--- config.mk ---
export PLATFORM = sky130hd
export DESIGN_NAME = io_supply_sequencer
export DESIGN_NICKNAME = d
export VERILOG_FILES = /design/src/rtl/io_seq_pkg.sv /design/src/rtl/io_sync2.sv /design/src/rtl/io_supply_sequencer.sv
export SDC_FILE = /design/constraint.sdc
export NUM_CORES = 1
export LEC_CHECK = 0
export CORE_UTILIZATION = 57
export DETAILED_ROUTE_END_ITERATION = 10
export MAX_ROUTING_LAYER = met4
export PLACE_DENSITY_LB_ADDON = 0.3
export SKIP_LAST_GASP = 1
export SLEW_MARGIN = 20
export SYNTH_ARGS = -nofsm -noshare
export SYNTH_HDL_FRONTEND = slang
export SYNTH_SLANG_ARGS = --single-unit
--- constraint.sdc ---
create_clock -name clk -period 5.8 [get_ports clk]
set_input_delay 1.74 -clock clk [delete_from_list [all_inputs] [get_ports clk]]
set_output_delay 1.74 -clock clk [all_outputs]
set_load 0.01 [all_outputs]
--- src/rtl/io_seq_pkg.sv ---
// Shared types and defaults for the VDDIOX pad-ring power sequencer.
// Imported by the sequencer top and the synchronizer.
package io_seq_pkg;

    typedef enum logic [2:0] {
        S_OFF      = 3'd0,
        S_DEBOUNCE = 3'd1,
        S_SETTLE   = 3'd2,
        S_ISO_REL  = 3'd3,
        S_ACTIVE   = 3'd4,
        S_SHUTDOWN = 3'd5,
        S_FAULT    = 3'd6
    } state_e;

    localparam int CNT_W = 8;

    localparam int DEF_DEBOUNCE_CYC = 16;
    localparam int DEF_SETTLE_CYC   = 64;
    localparam int DEF_ISO_GAP      = 4;

endpackage

--- src/rtl/io_sync2.sv ---
// Two-flop synchronizer for the raw VDDIOX power-good level.
// Both flops clear to 0 so a reset always looks like "supply not good".
module io_sync2
    import io_seq_pkg::*;
(
    input  logic clk,
    input  logic rst_n,
    input  logic d_i,
    output logic q_o
);

    logic s1_q;
    logic s2_q;

    always_ff @(posedge clk) begin
        if (!rst_n) begin
            s1_q <= 1'b0;
            s2_q <= 1'b0;
        end else begin
            s1_q <= d_i;
            s2_q <= s1_q;
        end
    end

    assign q_o = s2_q;

endmodule

--- src/rtl/io_supply_sequencer.sv ---
// VDDIOX pad-ring sequencer: debounce supply, settle, release isolation,
// then enable drivers; reverse order on shutdown, sticky fault on supply loss.
module io_supply_sequencer
    import io_seq_pkg::*;
#(
    parameter int DEBOUNCE_CYC = DEF_DEBOUNCE_CYC,
    parameter int SETTLE_CYC   = DEF_SETTLE_CYC,
    parameter int ISO_GAP      = DEF_ISO_GAP
) (
    input  logic       clk,
    input  logic       rst_n,
    input  logic       vddiox_ok_i,
    input  logic       req_i,
    input  logic       clear_i,
    output logic       pad_iso_o,
    output logic       pad_oe_en_o,
    output logic       ready_o,
    output logic       fault_o,
    output logic [2:0] state_o
);

    localparam logic [CNT_W-1:0] DEB_LAST = CNT_W'(DEBOUNCE_CYC - 1);
    localparam logic [CNT_W-1:0] SET_LAST = CNT_W'(SETTLE_CYC - 1);
    localparam logic [CNT_W-1:0] GAP_LAST = CNT_W'(ISO_GAP - 1);

    state_e           state_q;
    state_e           state_d;
    logic [CNT_W-1:0] cnt_q;
    logic [CNT_W-1:0] cnt_d;
    logic             cnt_clr;
    logic             ok_s;

    io_sync2 u_sync (
        .clk   (clk),
        .rst_n (rst_n),
        .d_i   (vddiox_ok_i),
        .q_o   (ok_s)
    );

    always_ff @(posedge clk) begin
        if (!rst_n) begin
            state_q <= S_OFF;
            cnt_q   <= '0;
        end else begin
            state_q <= state_d;
            cnt_q   <= cnt_d;
        end
    end

    // Supply loss outranks a down-request, which outranks timer expiry.
    always_comb begin
        state_d = state_q;
        cnt_clr = 1'b0;
        case (state_q)
            S_OFF: begin
                if (ok_s && req_i) state_d = S_DEBOUNCE;
            end
            S_DEBOUNCE: begin
                if (!ok_s)                 cnt_clr = 1'b1;
                else if (!req_i)           state_d = S_OFF;
                else if (cnt_q == DEB_LAST) state_d = S_SETTLE;
            end
            S_SETTLE: begin
                if (!ok_s)                 state_d = S_FAULT;
                else if (!req_i)           state_d = S_OFF;
                else if (cnt_q == SET_LAST) state_d = S_ISO_REL;
            end
            S_ISO_REL: begin
                if (!ok_s)                 state_d = S_FAULT;
                else if (!req_i)           state_d = S_SHUTDOWN;
                else if (cnt_q == GAP_LAST) state_d = S_ACTIVE;
            end
            S_ACTIVE: begin
                if (!ok_s)       state_d = S_FAULT;
                else if (!req_i) state_d = S_SHUTDOWN;
            end
            S_SHUTDOWN: begin
                if (!ok_s)                 state_d = S_FAULT;
                else if (cnt_q == GAP_LAST) state_d = S_OFF;
            end
            S_FAULT: begin
                if (clear_i) state_d = S_OFF;
            end
            default: state_d = S_OFF;
        endcase

        if (cnt_clr || (state_d != state_q)) begin
            cnt_d = '0;
        end else if (cnt_q == '1) begin
            cnt_d = cnt_q;
        end else begin
            cnt_d = cnt_q + 1'b1;
        end
    end

    assign pad_iso_o   = !((state_q == S_ISO_REL) || (state_q == S_ACTIVE));
    assign pad_oe_en_o = (state_q == S_ACTIVE);
    assign ready_o     = (state_q == S_ACTIVE);
    assign fault_o     = (state_q == S_FAULT);
    assign state_o     = state_q;

endmodule

==> flow_summary.json <==
{
  "power_density_nw_per_um2": 195,
  "r2r_start": "cnt_q[0]",
  "die_y_um": 41.4,
  "rrSetupSlack_ns": 3.48,
  "vias": 803,
  "htree_levels": 1,
  "final_hold_viol_count": 0,
  "yosysUniqueCellTypes": 39,
  "synth_top_area_share": 0.295,
  "fp.dieW_um": 41.4,
  "grt_pass1_wl_mm": 2.62,
  "drtIter0Drc": 21,
  "drv_cap": 0,
  "path_clk_slew_ns": 0.07,
  "synth_nets": 113,
  "yosysMostFrequentCell": "dfxtp_1",
  "cts_setup_buffers": 0,
  "rr_worst_depth": 7,
  "drc_errors": 0,
  "rsz0062_at_grt": "no",
  "area.growth.synth_to_final_pct": 12.9,
  "critical_path_class": "reg -> out",
  "ys.flop_type": "dfxtp_1",
  "start_kind": "flip-flop",
  "synth_enable_flop_cells": 0,
  "stdcell_count": 132,
  "max_freq_mhz": 281,
  "r2r_end": "cnt_q[7]",
  "grt.busiest_layer": "met1",
  "ir_worst_vdd_mv": 0.165,
  "final_util": 0.730,
  "min_period_ns": 3.56,
  "ys_top_cells_by_count": "dfxtp_1 (13), nand2_1 (9), and3_1 (8), nor2_1 (8), nor3_1 (8)",
  "cts_resized": 0,
  "skew_ns": 0.0170,
  "cts_buffers": 3,
  "worstMarginPinSlew_ns": 0.595,
  "tns_ns": 0,
  "cts_root_buf": "clkbuf_4",
  "wl_mm": 1.70,
  "final_area_um2": 997,
  "ios": 12,
  "gp_congestion": 0.806,
  "ctsHoldBuffers": 0,
  "nNetsFinal": 124,
  "cp_max_fo": 12,
  "whs_endpoint": "u_sync.q_o",
  "avgSynthCellArea_um2": 8.26,
  "grtUsageMet3": 0.0479,
  "grt.met2_usage": 0.340,
  "min_from": "u_sync.s1_q",
  "slew_headroom": 0.592,
  "yosysSeqAreaShare": 0.295,
  "async_reset_ff_frac": 0,
  "start_util": 0.647,
  "critPathCaptureType": "output port",
  "leakagePower_nw": 0.397,
  "synth_top_area_cell": "dfxtp_1",
  "gr-total-overflow": 0,
  "rows": 13,
  "clockBufferDepth": 2,
  "status": "complete, no violations",
  "antenna_found_initial": 0,
  "wl_per_cell_um": 12.9,
  "ys_warn_count": 0,
  "firstDrtPassIters": 4,
  "grt_max_degree": 13,
  "coreArea_um2": 1370,
  "netlist_top_cells_area": "dfxtp_1 (29%), and3_1 (5.7%), o211ai_1 (5.1%), nor3_1 (4.5%), nand2_1 (3.8%)",
  "cp.arrival_ns": 1.82,
  "antenna_cells": 0,
  "die-area_um2": 1710,
  "hold_path_depth": 1,
  "ant_nets": 0,
  "hold_path_class": "reg -> reg",
  "placed_cell_area_um2": 971,
  "use_met1": 0.352,
  "layout-drive-gt1-share": 0.103,
  "placedCellCount": 128,
  "synth_cells": 107,
  "grt_pass1_vias": 586,
  "io_buffer_count": 11,
  "slew_violations": 0,
  "worstSkewPairLatency_ns": 0.29,
  "vias_per_cell": 6.08,
  "whs_ns": 0.436,
  "dp.final_hpwl_mm": 1.28,
  "finalSetupViolCount": 0,
  "cts_tree": "done",
  "required_ns": 4.06,
  "period_share": 0.614,
  "synth-seq-cells": 13,
  "clock_sinks": 13,
  "syn_area_um2": 883,
  "gr-usage-all-layers": 0.240
}
-- worst max-delay path by stage --
stage	start	endpoint	cells past startpoint
3_5_place_dp	req_i	cnt_q[7]	7
4_1_cts	state_o[2]	pad_oe_en_o	3
2_1_floorplan	state_o[2]	ready_o	4
3_3_place_gp	req_i	cnt_q[7]	7
6_report	state_o[2]	pad_oe_en_o	3
5_1_grt	req_i	cnt_q[0]	7
-- flip-flops by register name, indices dropped and copies added, names as in the netlist --
name	flops
cnt_q	8
state_o	3
u_sync.q_o	1
u_sync.s1_q	1
-- cell families (layout without fill, tap and decap cells) --
kind of cell	after synthesis	in the layout	synth area share
adders and majority gates	1	1	0.0142
xor gates and xnor gates	2	2	0.0198
AOI/OAI and AO/OA	19	19	0.164
and+or+nand+nor	58	58	0.388
DFF	13	13	0.295
buffers and inverters	10	20	0.0680
muxes	4	4	0.0510
-- worst max-delay path, stage by stage (launching register included) --
cell             delay [ns]
dfxtp_1                0.51
or3b_1                 0.41
inv_1                  0.10
clkdlybuf4s50_1        0.53
-- metal layers --
| layer | up-vias | share of wire |
|---|---|---|
| met5 | - | 0 |
| met4 | 0 | 0.0082 |
| met3 | 2 | 0.029 |
| met2 | 17 | 0.45 |
| met1 | 375 | 0.51 |
| li1 | 409 | - |
-- cell usage in the layout, fill, tap and decap left out, types with 5 or more instances in the layout --
cell and count:
nand3_1 6, dfxtp_1 13, o211ai_1 6, inv_1 5, and3_1 8, nor3_1 8
nor2_1 8, clkdlybuf4s50_1 11, nand2_1 9
-- report_power, final --
part / internal [mW] / leakage (nW) / switching [mW]
Clock: 0.0267 / 0.0150 / 0.0299
Combinational: 0.0180 / 0.277 / 0.0180
Sequential: 0.0956 / 0.106 / 0.00656
Total: 0.140 / 0.397 / 0.0545
-- metrics by stage --
step	power, mW	worst slack (ns)
after detailed placement	0.141	2.07
after floorplan	0.130	2.80
after global placement	0.139	2.14
final	0.195	2.24
after global routing	0.205	2.11
after CTS	0.195	2.23
-- cell type report --
type / count / area (µm²)
Clock buffer: 4 / 26.3
Fill cell: 97 / 369
Inverter: 5 / 18.8
Multi-Input combinational cell: 84 / 563
Sequential cell: 13 / 260
Tap cell: 15 / 18.8
Timing Repair Buffer: 11 / 110
No activity file was read; power rests on OpenSTA's default activity.
